[src/rtl/wait_fifo_pkg.sv]
// Shared widths, byte type and default s_wait threshold for the wait-driven receive FIFO.
package wait_fifo_pkg;

  localparam int DW_DEF    = 8;
  localparam int DEPTH_DEF = 16;

  typedef logic [DW_DEF-1:0] byte_t;

  // Two slots of headroom absorb the write already in flight when s_wait rises.
  function automatic int thresh_default(input int depth);
    return depth - 2;
  endfunction

endpackage

[src/rtl/wait_fifo_mem.sv]
// DEPTH x DW register array: one write port, one registered read port (1 clk latency).
// Array contents are not reset; only the read register clears on i_rst.
module wait_fifo_mem #(
  parameter  int DW    = 8,
  parameter  int DEPTH = 16,
  localparam int AW    = $clog2(DEPTH)
) (
  input  logic          i_clk,
  input  logic          i_rst,
  input  logic          i_wr_en,
  input  logic [AW-1:0] i_wr_addr,
  input  logic [DW-1:0] i_wr_data,
  input  logic          i_rd_en,
  input  logic [AW-1:0] i_rd_addr,
  output logic [DW-1:0] o_rd_data
);

  logic [DW-1:0] r_mem [DEPTH];
  logic [DW-1:0] r_rd_data;

  always_ff @(posedge i_clk) begin
    if (i_wr_en) begin
      r_mem[i_wr_addr] <= i_wr_data;
    end
  end

  // Holds the last byte when no read is issued.
  always_ff @(posedge i_clk or posedge i_rst) begin
    if (i_rst) begin
      r_rd_data <= '0;
    end else if (i_rd_en) begin
      r_rd_data <= r_mem[i_rd_addr];
    end
  end

  assign o_rd_data = r_rd_data;

endmodule

[src/rtl/wait_fifo_rx.sv]
// Receive FIFO with registered s_wait flow control; 1 clk read latency, drops writes when full.
// Define OVF_CNT_EN to add the saturating ovf_cnt dropped-write counter port.
module wait_fifo_rx
  import wait_fifo_pkg::*;
#(
  parameter int DW      = DW_DEF,
  parameter int DEPTH   = DEPTH_DEF,
  parameter int WAIT_TH = thresh_default(DEPTH)
) (
  input  logic                   clk,
  input  logic                   rst,
  input  logic                   wr_en,
  input  logic [DW-1:0]          wr_data,
  output logic                   s_wait,
  input  logic                   enable,
  output logic [DW-1:0]          rd_data,
  output logic                   rd_valid,
  output logic [$clog2(DEPTH):0] count
`ifdef OVF_CNT_EN
  ,
  output logic [7:0]             ovf_cnt
`endif
);

  localparam int AW = $clog2(DEPTH);
  localparam int CW = AW + 1;

  logic [AW-1:0] r_wptr;
  logic [AW-1:0] r_rptr;
  logic [CW-1:0] r_count;
  logic          r_s_wait;
  logic          r_rd_valid;

  logic          w_full;
  logic          w_empty;
  logic          w_rd_fire;
  logic          w_wr_acc;
  logic [CW-1:0] w_count_next;

  always_comb begin
    w_full       = (r_count == CW'(DEPTH));
    w_empty      = (r_count == '0);
    w_rd_fire    = enable && !w_empty;
    // A read in the same cycle frees the slot, so a full FIFO still accepts.
    w_wr_acc     = wr_en && (!w_full || w_rd_fire);
    w_count_next = r_count + CW'(w_wr_acc) - CW'(w_rd_fire);
  end

  always_ff @(posedge clk or posedge rst) begin
    if (rst) begin
      r_wptr     <= '0;
      r_rptr     <= '0;
      r_count    <= '0;
      r_s_wait   <= 1'b1;
      r_rd_valid <= 1'b0;
    end else begin
      if (w_wr_acc) begin
        r_wptr <= r_wptr + AW'(1);
      end
      if (w_rd_fire) begin
        r_rptr <= r_rptr + AW'(1);
      end
      r_count    <= w_count_next;
      r_s_wait   <= (w_count_next >= CW'(WAIT_TH));
      r_rd_valid <= w_rd_fire;
    end
  end

  wait_fifo_mem #(
    .DW    (DW),
    .DEPTH (DEPTH)
  ) u_mem (
    .i_clk     (clk),
    .i_rst     (rst),
    .i_wr_en   (w_wr_acc),
    .i_wr_addr (r_wptr),
    .i_wr_data (wr_data),
    .i_rd_en   (w_rd_fire),
    .i_rd_addr (r_rptr),
    .o_rd_data (rd_data)
  );

`ifdef OVF_CNT_EN
  logic [7:0] r_ovf_cnt;
  logic       w_drop;

  assign w_drop = wr_en && !w_wr_acc;

  always_ff @(posedge clk or posedge rst) begin
    if (rst) begin
      r_ovf_cnt <= '0;
    end else if (w_drop && (r_ovf_cnt != 8'hFF)) begin
      r_ovf_cnt <= r_ovf_cnt + 8'd1;
    end
  end

  assign ovf_cnt = r_ovf_cnt;
`endif

  assign s_wait   = r_s_wait;
  assign rd_valid = r_rd_valid;
  assign count    = r_count;

endmodule

[config.mk]
export PLATFORM = sky130hd
export DESIGN_NAME = wait_fifo_rx
export DESIGN_NICKNAME = d
export VERILOG_FILES = /design/src/rtl/wait_fifo_pkg.sv /design/src/rtl/wait_fifo_mem.sv /design/src/rtl/wait_fifo_rx.sv
export SDC_FILE = /design/constraint.sdc
export NUM_CORES = 1
export LEC_CHECK = 0
export ABC_CLOCK_PERIOD_IN_PS = 5600
export BUFFER_PORTS_ARGS = -buffer_cell sky130_fd_sc_hd__buf_2
export CELL_PAD_IN_SITES_DETAIL_PLACEMENT = 2
export CELL_PAD_IN_SITES_GLOBAL_PLACEMENT = 2
export CORE_ASPECT_RATIO = 0.7
export CORE_MARGIN = 1
export CORE_UTILIZATION = 42
export DETAILED_ROUTE_END_ITERATION = 10
export GPL_ROUTABILITY_DRIVEN = 0
export PLACE_DENSITY = 0.81
export SLEW_MARGIN = 10
export SYNTH_ARGS = -nofsm -noshare
export SYNTH_HDL_FRONTEND = slang
export SYNTH_SLANG_ARGS = --single-unit
[constraint.sdc]
create_clock -name clk -period 5.6 [get_ports clk]
set_input_delay 1.12 -clock clk [delete_from_list [all_inputs] [get_ports clk]]
set_output_delay 1.12 -clock clk [all_outputs]
set_load 0.03 [all_outputs]
==> flow_summary_export.csv <==
group,metric,value,unit
outcome,result_of_the_run,"complete, no violations",
synthesis,synth_top_area_cell,"edfxtp_1",
sta,final.period_utilization,0.6762,
placement,detailed_place_hpwl,10070,um
sta,max_freq,264.1,MHz
power_and_ir_drop,seq_power_share,0.407,
power_and_ir_drop,p_int,2581,uW
sta,setup_tns,0,ps
grt,globalRouteOverflowTotal,0,
clocking,clock_sink_count,151,
layout,insertedDiodeCount,0,
clocking,clk_root_buffer_cell,"clkbuf_16",
clocking,post_cts_sizing_count,0,
die,initial_core_util,0.4362,
layout,post_layout_nonfiller_instances,543,
sta,worst_clock_skew,12.78,ps
grt,first_global_vias,3384,
power_and_ir_drop,power-per-cell-area,551.1,nW/um2
sta,report.final.slew_viol_count,0,
synthesis,syn-cell-area,6170,um2
die,floorplan.die_area,15190,um2
placement,placedCellCount,511,
synthesis,share_of_flip_flops_with_an_asynchronous_set_or_reset_after_synthesis,0.1523,
layout,final_layout_size_suffix_gt1_frac,0.2011,
layout,layout-area-overhead-vs-synth,13.79,%
clocking,worst_skew_pair.late_latency,420,ps
power_and_ir_drop,max-vdd-ir-drop,0.2259,mV
drt,dr.pass1.iters,4,
clocking,cts_htree_levels,4,
power_and_ir_drop,p_comb_frac,0.287,
clocking,clk_pin_slew_worst_paths,70,ps
sta,hold_slack,480.8,ps
min_path,worst_hold_path_type,"flip-flop to flip-flop",
die,x_dimension_of_the_die,146.9,um
run,drv.max_cap_violation_count,0,
grt,antenna_violations_before_repair,0,
clocking,clk_path_buf_depth,2,
power_and_ir_drop,power.share.switching,0.3329,
synthesis,post-synth-top-count-cell,"edfxtp_1",
sta,finalSetupViolations,0,
critical_path,critPathRequiredTime,5950,ps
drt,routed-via-count,3054,
sta,rsz0062_at_grt,"false",
drt,route.detailed.drc,0,
synthesis,ys_dominant_reg_cell,"edfxtp_1",
power_and_ir_drop,power.share.clock,0.307,
synthesis,synthDistinctLibCells,34,
die,placementRows,36,
synthesis,synth_top_area_frac,0.6230,
die,io_pins,27,
synthesis,synthesis.instances,305,
critical_path,critical_path_class,"flip-flop to flip-flop",
synthesis,synth_edf_count,128,
critical_path,critical_path.max_fanout,19,
synthesis,synth_fp_nets,329,
placement,numPortBuffers,26,
clocking,post_cts_buffers,0,
grt,grt_max_degree,27,
synthesis,synth_seq_cells,151,
synthesis,synth-warning-count,0,
critical_path,critical_path_arrival,4130,ps
synthesis,synthTopCellsByCount,"edfxtp_1, mux4_1, dfrtp_1, nor2_1",
die,die_h,103.4,um
synthesis,yosysSeqAreaShare,0.7165,
drt,wirelength,15170,um
clocking,tritoncts,"yes",
sta,worst_max_slew_margin_expressed_relative_to_the_limit,0.2933,
power_and_ir_drop,switchingPower,1288,uW
grt,track_usage,0.2184,
drt,drt-vias-per-instance,5.624,
sta,worst-slew-pin-transition,1056,ps
sta,min_cycle_time_layout,3787,ps
layout,filler_cell_count,1267,
layout,finish.net_count,364,
clocking,cts_made_buffers,17,
drt,wl_per_cell,27.93,um
synthesis,mapped_avg_cell_area,20.23,um2
critical_path,critical_path.startpoint_type,"flip-flop",
clocking,post_cts_hold_buffer_count,0,
drt,detail-route-antenna-nets,0,
grt,grt_pass1_wl,22470,um
die,core_region_area,14140,um2
power_and_ir_drop,power.leakage,0.002556,uW
critical_path,crit_path_end_kind,"flip-flop",
sta,hold_violation_total_from_the_final_report,0,
synthesis,yosys-top-cells-area,"edfxtp_1, mux4_1, dfrtp_1",
drt,first_iter_violations,199,
-- stage by stage --
| step | util | setup WS [ps] | total power, uW | area, um2 |
|---|---|---|---|---|
| finish | 0.4964 | 1813 | 3869 | 7020 |
| global route | 0.4964 | 1510 | 4021 | 7020 |
| CTS | 0.4964 | 1766 | 3902 | 7020 |
| detailed placement | 0.4528 | 1864 | 2703 | 6405 |
| global placement | 0.4528 | 2092 | 2596 | 6405 |
| floorplan | - | 2541 | 2397 | 6170 |
-- cells in the final DEF, fill, tap and decap left out, types with 2 or more instances in the layout --
cell type and count:
o22ai_1 8, xnor2_1 7, buf_4 6, nor2_1 12, mux2i_1 8, inv_1 11, bufinv_16 3, mux4_1 29
buf_2 26, nand2b_1 3, mux4_2 3, a21o_1 9, ha_1 11, nand2_1 10, clkbuf_16 17, nand4_1 2
dfrtp_1 22, clkinv_2 2, clkinv_4 6, a21oi_1 2, edfxtp_1 128, nor3_1 4, a211oi_1 8, xor2_1 3
clkinvlp_4 2
-- power by group through the flow --
stage | clock [uW] | sequential [uW] | combinational, uW
2_1_floorplan | 0 | 1590 | 806
3_3_place_gp | 0 | 1570 | 1030
3_5_place_dp | 0 | 1600 | 1110
4_1_cts | 1200 | 1570 | 1120
5_1_grt | 1240 | 1590 | 1190
6_report | 1190 | 1570 | 1110
-- sequential cells by signal, indices dropped and copies added (netlist names) --
register / cells
rd_valid: 1
r_wptr: 4
s_wait: 1
u_mem.o_rd_data: 8
r_rptr: 4
u_mem.r_mem: 128
count: 5
-- kinds of logic after synthesis --
logic type      Yosys count  share of synthesized area
flops                   151                     0.7165
buf+inv                  27                    0.03549
fa+ha+maj                12                    0.02555
mux                      40                     0.1474
xor+xnor                 10                    0.01420
simple gates             33                    0.02413
compound gates           32                    0.03671
-- path summary, 6_finish.rpt --
path | from | end | slack [ps] | depth (start not counted)
max in group asynchronous | rst | u_mem.o_rd_data[0] | 4070 | 2
min in group asynchronous | rst | r_rptr[2] | 920 | 2
setup / recovery | count[3] | s_wait | 1810 | 13
hold reg to reg | u_mem.o_rd_data[1] | u_mem.o_rd_data[1] | 480 | 1
setup reg to reg | count[3] | s_wait | 1810 | 13
hold / removal | u_mem.o_rd_data[1] | u_mem.o_rd_data[1] | 480 | 1
-- area by class of cell --
class,instances,area (um2),share of cell area
flip-flops and latches,151,4420,0.6297
multi-input cells,127,1530,0.2180
clock buffers,18,439.2,0.06256
well taps,190,237.7,0.03386
clock inverters,14,176.4,0.02513
repair buffers,32,175.2,0.02495
inverters,11,41.29,0.005881
-- critical path: stages (launching register included) --
cell,delay [ps]
dfrtp_1,410
inv_1,90
ha_1,140
or3b_1,390
o21ai_2,720
inv_1,310
ha_1,370
inv_1,40
ha_1,210
fa_1,420
a21oi_1,160
o21bai_1,90
xnor2_1,150
a31o_2,220
-- layer usage --
metal  vias to the layer above  track usage  routed length, um
li1                       1312            -                  -
met1                      1623       0.2747               6258
met4                         0      0.09215                340
met2                        99       0.3744               7652
met5                         -            0                  0
met3                        20      0.04693                915
Power figures use the tool's default switching activity.
